## config.mk

```make
export PLATFORM = sky130hd
export DESIGN_NAME = mem_burst_slave
export DESIGN_NICKNAME = d
export VERILOG_FILES = /design/src/rtl/mem_burst_slave.sv
export SDC_FILE = /design/constraint.sdc
export NUM_CORES = 1
export LEC_CHECK = 0
export ABC_AREA = 1
export BUFFER_PORTS_ARGS = -buffer_cell sky130_fd_sc_hd__buf_2
export CORE_ASPECT_RATIO = 1.4
export CORE_UTILIZATION = 50
export CTS_BUF_LIST = sky130_fd_sc_hd__clkbuf_2
export CTS_CLUSTER_DIAMETER = 50
export DETAILED_ROUTE_END_ITERATION = 7
export GPL_ROUTABILITY_DRIVEN = 1
export PLACE_DENSITY = 0.86
export SLEW_MARGIN = 20
export SYNTH_ARGS = -nofsm -noshare
export SYNTH_HDL_FRONTEND = slang
export SYNTH_SLANG_ARGS = --single-unit
```

## constraint.sdc

```tcl
create_clock -name clk -period 6.15 [get_ports clk]
set_clock_uncertainty 0.2 [all_clocks]
set_input_delay 1.23 -clock clk [delete_from_list [all_inputs] [get_ports clk]]
set_output_delay 1.23 -clock clk [all_outputs]
set_load 0.02 [all_outputs]
```

## src/rtl/mem_burst_slave.sv

```systemverilog
// Burst memory slave on a multiplexed address/data bus: page decode, fixed-length
// read/write bursts with in-page address wrap and a latency-matched read return path.
module mem_burst_slave #(
  parameter int unsigned        DATA_W    = 16,
  parameter int unsigned        PAGE_W    = 4,
  parameter logic [PAGE_W-1:0]  PAGE      = 4'h2,
  parameter int unsigned        BURST_LEN = 4,
  parameter int unsigned        RD_LAT    = 1
) (
  input  logic                       clk,
  input  logic                       resetH,
  input  logic                       AddrValid,
  input  logic                       rw,
  input  logic [DATA_W-1:0]          AddrData_in,
  output logic [DATA_W-1:0]          AddrData_out,
  output logic                       AddrData_oe,
  output logic                       busy,
  output logic [DATA_W-PAGE_W-1:0]   mem_addr,
  output logic [DATA_W-1:0]          mem_wdata,
  output logic                       mem_wrEn,
  output logic                       mem_rdEn,
  input  logic [DATA_W-1:0]          mem_rdata
);

  localparam int unsigned ADDR_W = DATA_W - PAGE_W;
  localparam int unsigned CNT_W  = 5;

  typedef enum logic [1:0] {
    IDLE,
    WR,
    RD,
    DRAIN
  } state_t;

  state_t             state, state_nx;
  logic [ADDR_W-1:0]  base, base_nx;
  logic [CNT_W-1:0]   cnt, cnt_nx;
  logic               hit;
  logic               last_beat;
  logic               last_drain;
  logic               rd_ret;

  assign hit        = (AddrData_in[DATA_W-1:ADDR_W] == PAGE);
  assign last_beat  = (cnt == CNT_W'(BURST_LEN - 1));
  assign last_drain = (cnt == CNT_W'(RD_LAT - 1));

  always_ff @(posedge clk) begin
    if (resetH) begin
      state <= IDLE;
      base  <= '0;
      cnt   <= '0;
    end else begin
      state <= state_nx;
      base  <= base_nx;
      cnt   <= cnt_nx;
    end
  end

  // cnt counts burst beats in WR/RD and is reused as the drain timer in DRAIN
  always_comb begin
    state_nx = state;
    base_nx  = base;
    cnt_nx   = cnt;
    mem_wrEn = 1'b0;
    mem_rdEn = 1'b0;
    busy     = 1'b1;
    unique case (state)
      IDLE: begin
        busy = 1'b0;
        if (AddrValid && hit) begin
          base_nx  = AddrData_in[ADDR_W-1:0];
          cnt_nx   = '0;
          state_nx = rw ? RD : WR;
        end
      end
      WR: begin
        mem_wrEn = 1'b1;
        if (last_beat) begin
          cnt_nx   = '0;
          state_nx = IDLE;
        end else begin
          cnt_nx = cnt + 1'b1;
        end
      end
      RD: begin
        mem_rdEn = 1'b1;
        if (last_beat) begin
          cnt_nx   = '0;
          state_nx = (RD_LAT == 0) ? IDLE : DRAIN;
        end else begin
          cnt_nx = cnt + 1'b1;
        end
      end
      DRAIN: begin
        if (last_drain) begin
          cnt_nx   = '0;
          state_nx = IDLE;
        end else begin
          cnt_nx = cnt + 1'b1;
        end
      end
      default: state_nx = IDLE;
    endcase
  end

  // Sum truncates to ADDR_W bits, so bursts wrap inside the page
  assign mem_addr  = (mem_wrEn || mem_rdEn) ? (base + ADDR_W'(cnt)) : '0;
  assign mem_wdata = mem_wrEn ? AddrData_in : '0;

  generate
    if (RD_LAT == 0) begin : g_lat0
      assign rd_ret = mem_rdEn;
    end else begin : g_pipe
      logic [RD_LAT-1:0] vld;
      always_ff @(posedge clk) begin
        if (resetH) begin
          vld <= '0;
        end else begin
          vld[0] <= mem_rdEn;
          for (int unsigned i = 1; i < RD_LAT; i++) begin
            vld[i] <= vld[i-1];
          end
        end
      end
      assign rd_ret = vld[RD_LAT-1];
    end
  endgenerate

  assign AddrData_oe  = rd_ret;
  assign AddrData_out = rd_ret ? mem_rdata : '0;

endmodule
```

Yosys cells after proc, flatten, opt, wreduce, memory -nomap -nowiden:

Index checks and enable logic that the tools add are counted.

* output and inout bits: 48
* register bits after elaboration: 20
* logic and storage cells: 38
* input bits: 36

* equal/unequal tests: 9
* muxes and demuxes: 16
* reductions and logical operators: 7
* $add $sub $neg: 2

Operator list (count)
* $mux 16: 2
* $mux 5: 3
* $pmux 5 s3: 1
* $add 12x5->12: 1
* $mux 12: 1
* $mux 2: 5
* $ne 2x2->1 const B: 4
* $pmux 2 s4: 1
* $add 5x1->5 const B: 1
* $eq 5x2->1 const B: 1
* $logic_not 5->1: 1
* $eq 2x2->1 const B: 2
* $eq 4x2->1 const B: 1
* $reduce_and 4->1: 1
* $mux 1: 3
* $eq 2x1->1 const B: 1
* $logic_not 2->1: 1
* $reduce_and 2->1: 1
* $reduce_or 2->1: 1
* $logic_and 1x1->1: 1
* $logic_or 1x1->1: 1

Logic depth before layout (Yosys ltp):

* depth in word-level cells: 4
* mapped depth: 11
* mapped depth without buffers: 11

Least setup slack after synthesis:

OpenSTA, ideal clock, no wires.

* path type: reg-to-output
* start: register cnt[0]
* end: output port mem_addr[8]
* required time: 4.720 ns
* data arrival time: 1.654 ns
* path buffers: 0
* stages on the path, launching flop included: 10
* path slack: 3.066 ns
* path through: dfxtp_1 > ha_1 > fa_1 > nand3_1 > nand2_1 > nand2_1 > nand2_1 > nand3_1 > nand2_1 > nor2_1

* word-level cells in the longest chain between the ends: 2

RTL lines
* from (decl): line 37 `logic [CNT_W-1:0] cnt, cnt_nx;`
* from (signal assigned): line 55 `cnt <= cnt_nx;`
* $add 12x5->12: line 107 `assign mem_addr = (mem_wrEn || mem_rdEn) ? (base + ADDR_W'(cnt)) : '0;`
* $mux 12: line 107
* to (decl): line 18 `output logic [DATA_W-PAGE_W-1:0] mem_addr,`

Every way passes these cells.

Worst setup path after layout:

Ends and elaborated chain as after synthesis.

==> results.md <==
- Max clock buf depth: 2
- Clock root cell: clkbuf_2
- Antenna Cells: 0
- Cts hold-fix bufs: 0
- Dpl cell area: 2120 um^2
- CP cell instances: ha_1, fa_1, nand3_1, nand2_1, nand2_1, nand2_1, nand3_1, nand2_1, nor2_1, buf_2
- Worst R2R End: base[11]
- Synth cell types: 21
- Total track usage: 23.8%
- Area leader, netlist: dfxtp_1
- Synthesized area: 1700 um^2
- Overflow left after global routing: 0
- DR WL/cell: approximately 10 um
- Final ANT Viol Nets: 0
- Hpwl dp: 3.37 mm
- RePlAce Congestion: 0.949
- Syn nets: 347
- Starting density of the core: a little over half
- Post-synth EDFFs: 0
- IO Count: 84
- Final Max Slew Viols: 0
- Crit-path max cell delay: 0.41 ns
- Hold EP: base[0]
- Crit start category: register
- Area share of xor/xnor cells in the synthesized design: 0%
- Final WL: 4.19 mm
- Via-to-Cell Ratio: 4.77
- Post-cts resize count: 0
- Seq/Total Area, Yosys: a little under a quarter
- CTS tree: done
- Worst hold path class: reg2reg
- Nets@finish: 427
- Largest net degree at the start of global routing: 25
- Layout cells sized above 1: 24.9%
- Main area contributors after synthesis: dfxtp_1, nand2_1, inv_1
- WS Path Type: reg2out
- Ys async rst share: 0%
- Initial antenna violation count: 0
- Final hold slack: ~0.27 ns
- Final Setup Violations: 0
- Top-count cell post-synth: nand2_1
- Wire length on met1: approximately 1.7 mm
- Worst R2R Start: state[0]
- Htree depth: 1
- Fraction of synthesized area in multiplexers: 0%
- Worst setup margin: 2.59 ns
- Avg Inst Size Synth: approximately 5.7 um^2
- DRC viols: 0
- Endpoints failing hold: 0
- First-pass GRT wire length: 6.77 mm
- Synthesized flop and latch total: 20
- CTS clk-pin slew, worst paths: 0.19 ns
- Largest family of logic cells by synthesized area: simple AND/OR/NAND/NOR gates
- Final Core Density: between 60% and 70%
- Die X: 51.3 um
- DRT iter0 DRCs: 48
- CTS Buf Count: 3
- Power density over the cells: 272 nW/um^2
- Worst-margin pin slew: 0.813 ns
- WP data arrival: between 2 and 2.5 ns
- Vias in the first global route: 1720
- Area grow syn2layout: 25.9%
- Site Rows: 24
- Maxcap violations: 0
- YS warnings: 0
- Pre-antenna DRT Iters: 4
- Critical Path RT: 4.72 ns
- Port buffer count: 83
- Simple-Gate Fraction of Synth Area: 34.1%
- Post-synthesis adder-cell area fraction: between 10% and 20%
- Die area: 3640 um^2
- Crit. End Element: output port
- Placeable Area: approximately 3200 um^2
- Crit Path Max Fanout: 6
- Met2 routed WL: 2.19 mm
- CP max-delay cell: fa_1
- Achievable frequency: 281 MHz
- Die Ht: roughly 71 um
- Worst-case reg-to-reg path depth: 5
- Vias: 1983
- Post-route design area: 2140 um^2
- Post-synth top area share: 23.6%
- CP most frequent cell: nand2_1
- Hold depth: 2
- Slew margin rel.: 45.6%
- Maximum vdd drop: 0.000261 V
- Status: complete, no violations
- Post-synth top flop: dfxtp_1
- Final worst-path cycle share: between 50% and 60%
- Setup slack, reg-to-reg: ~4 ns
- Top Metal Used: met4
- Post-synth top cells: nand2_1, inv_1, a21oi_1, nor2_1, nand3_1
- Clock latency on the worst-skew pair: between 0.3 and 0.4 ns
- Setup WS pre-CTS: approximately 3 ns
- Setup total negative slack: 0 ns
- Met3 wire length: between 200 and 250 um
- Post-CTS Setup Repair Bufs: 0
- Period minus WS final: 3.56 ns
- RSZ-0062 raised after global routing: false
- Post-Syn Instances: 298
- Synth Area in Compound Gates: 14.3%
- Clock sink total: 20
- Hold Path Origin: base[0]
- LEAKAGE: 1.42 nW
[power breakdown]
group / total, W / internal [W] / switching, W
sequential: 0.000163 / 0.000143 / 0.0000199
clock: 0.0000564 / 0.0000141 / 0.0000422
combinational: 0.000361 / 0.000118 / 0.000243
total: 0.000581 / 0.000276 / 0.000305
[cells in the final DEF, fill, tap and decap left out, drive strengths merged]
| cell type | n |
|---|---|
| nand2 | 84 |
| buf | 83 |
| inv | 70 |
| a21oi | 28 |
| nor2 | 28 |
| nand3 | 21 |
| dfxtp | 20 |
| o21ai | 19 |
| ha | 12 |
| clkbuf | 3 |
| nor3 | 3 |
| nand4 | 2 |
| or2 | 1 |
| a21boi | 1 |
| fa | 1 |
| clkinv | 1 |
[how the worst max path moves through the flow]
stage | end | start | slack [ns] | cells after the start
floorplan | mem_addr[8] | cnt[0] | 3.07 | 9
CTS | mem_addr[8] | cnt[0] | 2.60 | 10
detailed placement | mem_addr[8] | cnt[0] | 2.99 | 10
global route | mem_addr[6] | cnt[0] | 2.39 | 10
global placement | mem_addr[10] | cnt[0] | 3.03 | 10
finish | mem_addr[8] | cnt[0] | 2.59 | 10
[final cells by class]
class,instances,area [um^2]
Inverter,70,263
Clock buffer,3,15.0
Fill cell,303,1040
Tap cell,39,48.8
Timing Repair Buffer,83,415
Clock inverter,1,3.75
Multi-Input combinational cell,200,992
Sequential cell,20,400
[flip-flops by register name, summed over array words and instances, names as in the netlist]
signal       cells
state            2
cnt              5
base            12
AddrData_oe      1
[cell families after synthesis]
group | count (synthesis)
compound gates | 48
flops | 20
simple gates | 139
buf+inv | 78
fa+ha+maj | 13
[routing by layer]
metal | GRT usage (%) | vias to the layer above
met2 | 45.6 | 55
met3 | 2.58 | 7
met1 | 25.5 | 854
li1 | - | 1067
met4 | 9.31 | 0
met5 | 0 | -
[per-stage QoR]
| stage | cells | total power (W) |
|---|---|---|
| CTS | 416 | 0.000581 |
| global route | 416 | 0.000629 |
| detailed placement | 412 | 0.000526 |
| global placement | 412 | 0.000519 |
| finish | 416 | 0.000581 |
| floorplan | 298 | 0.000433 |
[worst max-delay path, delay by kind of cell (launching register included)]
| kind | cells | cell delay (ns) |
|---|---|---|
| adders and majority gates | 2 | 0.65 |
| DFF | 1 | 0.39 |
| and+or+nand+nor | 7 | 0.59 |
| buffers and inverters | 1 | 0.16 |
(Power assumes the default switching activity.)
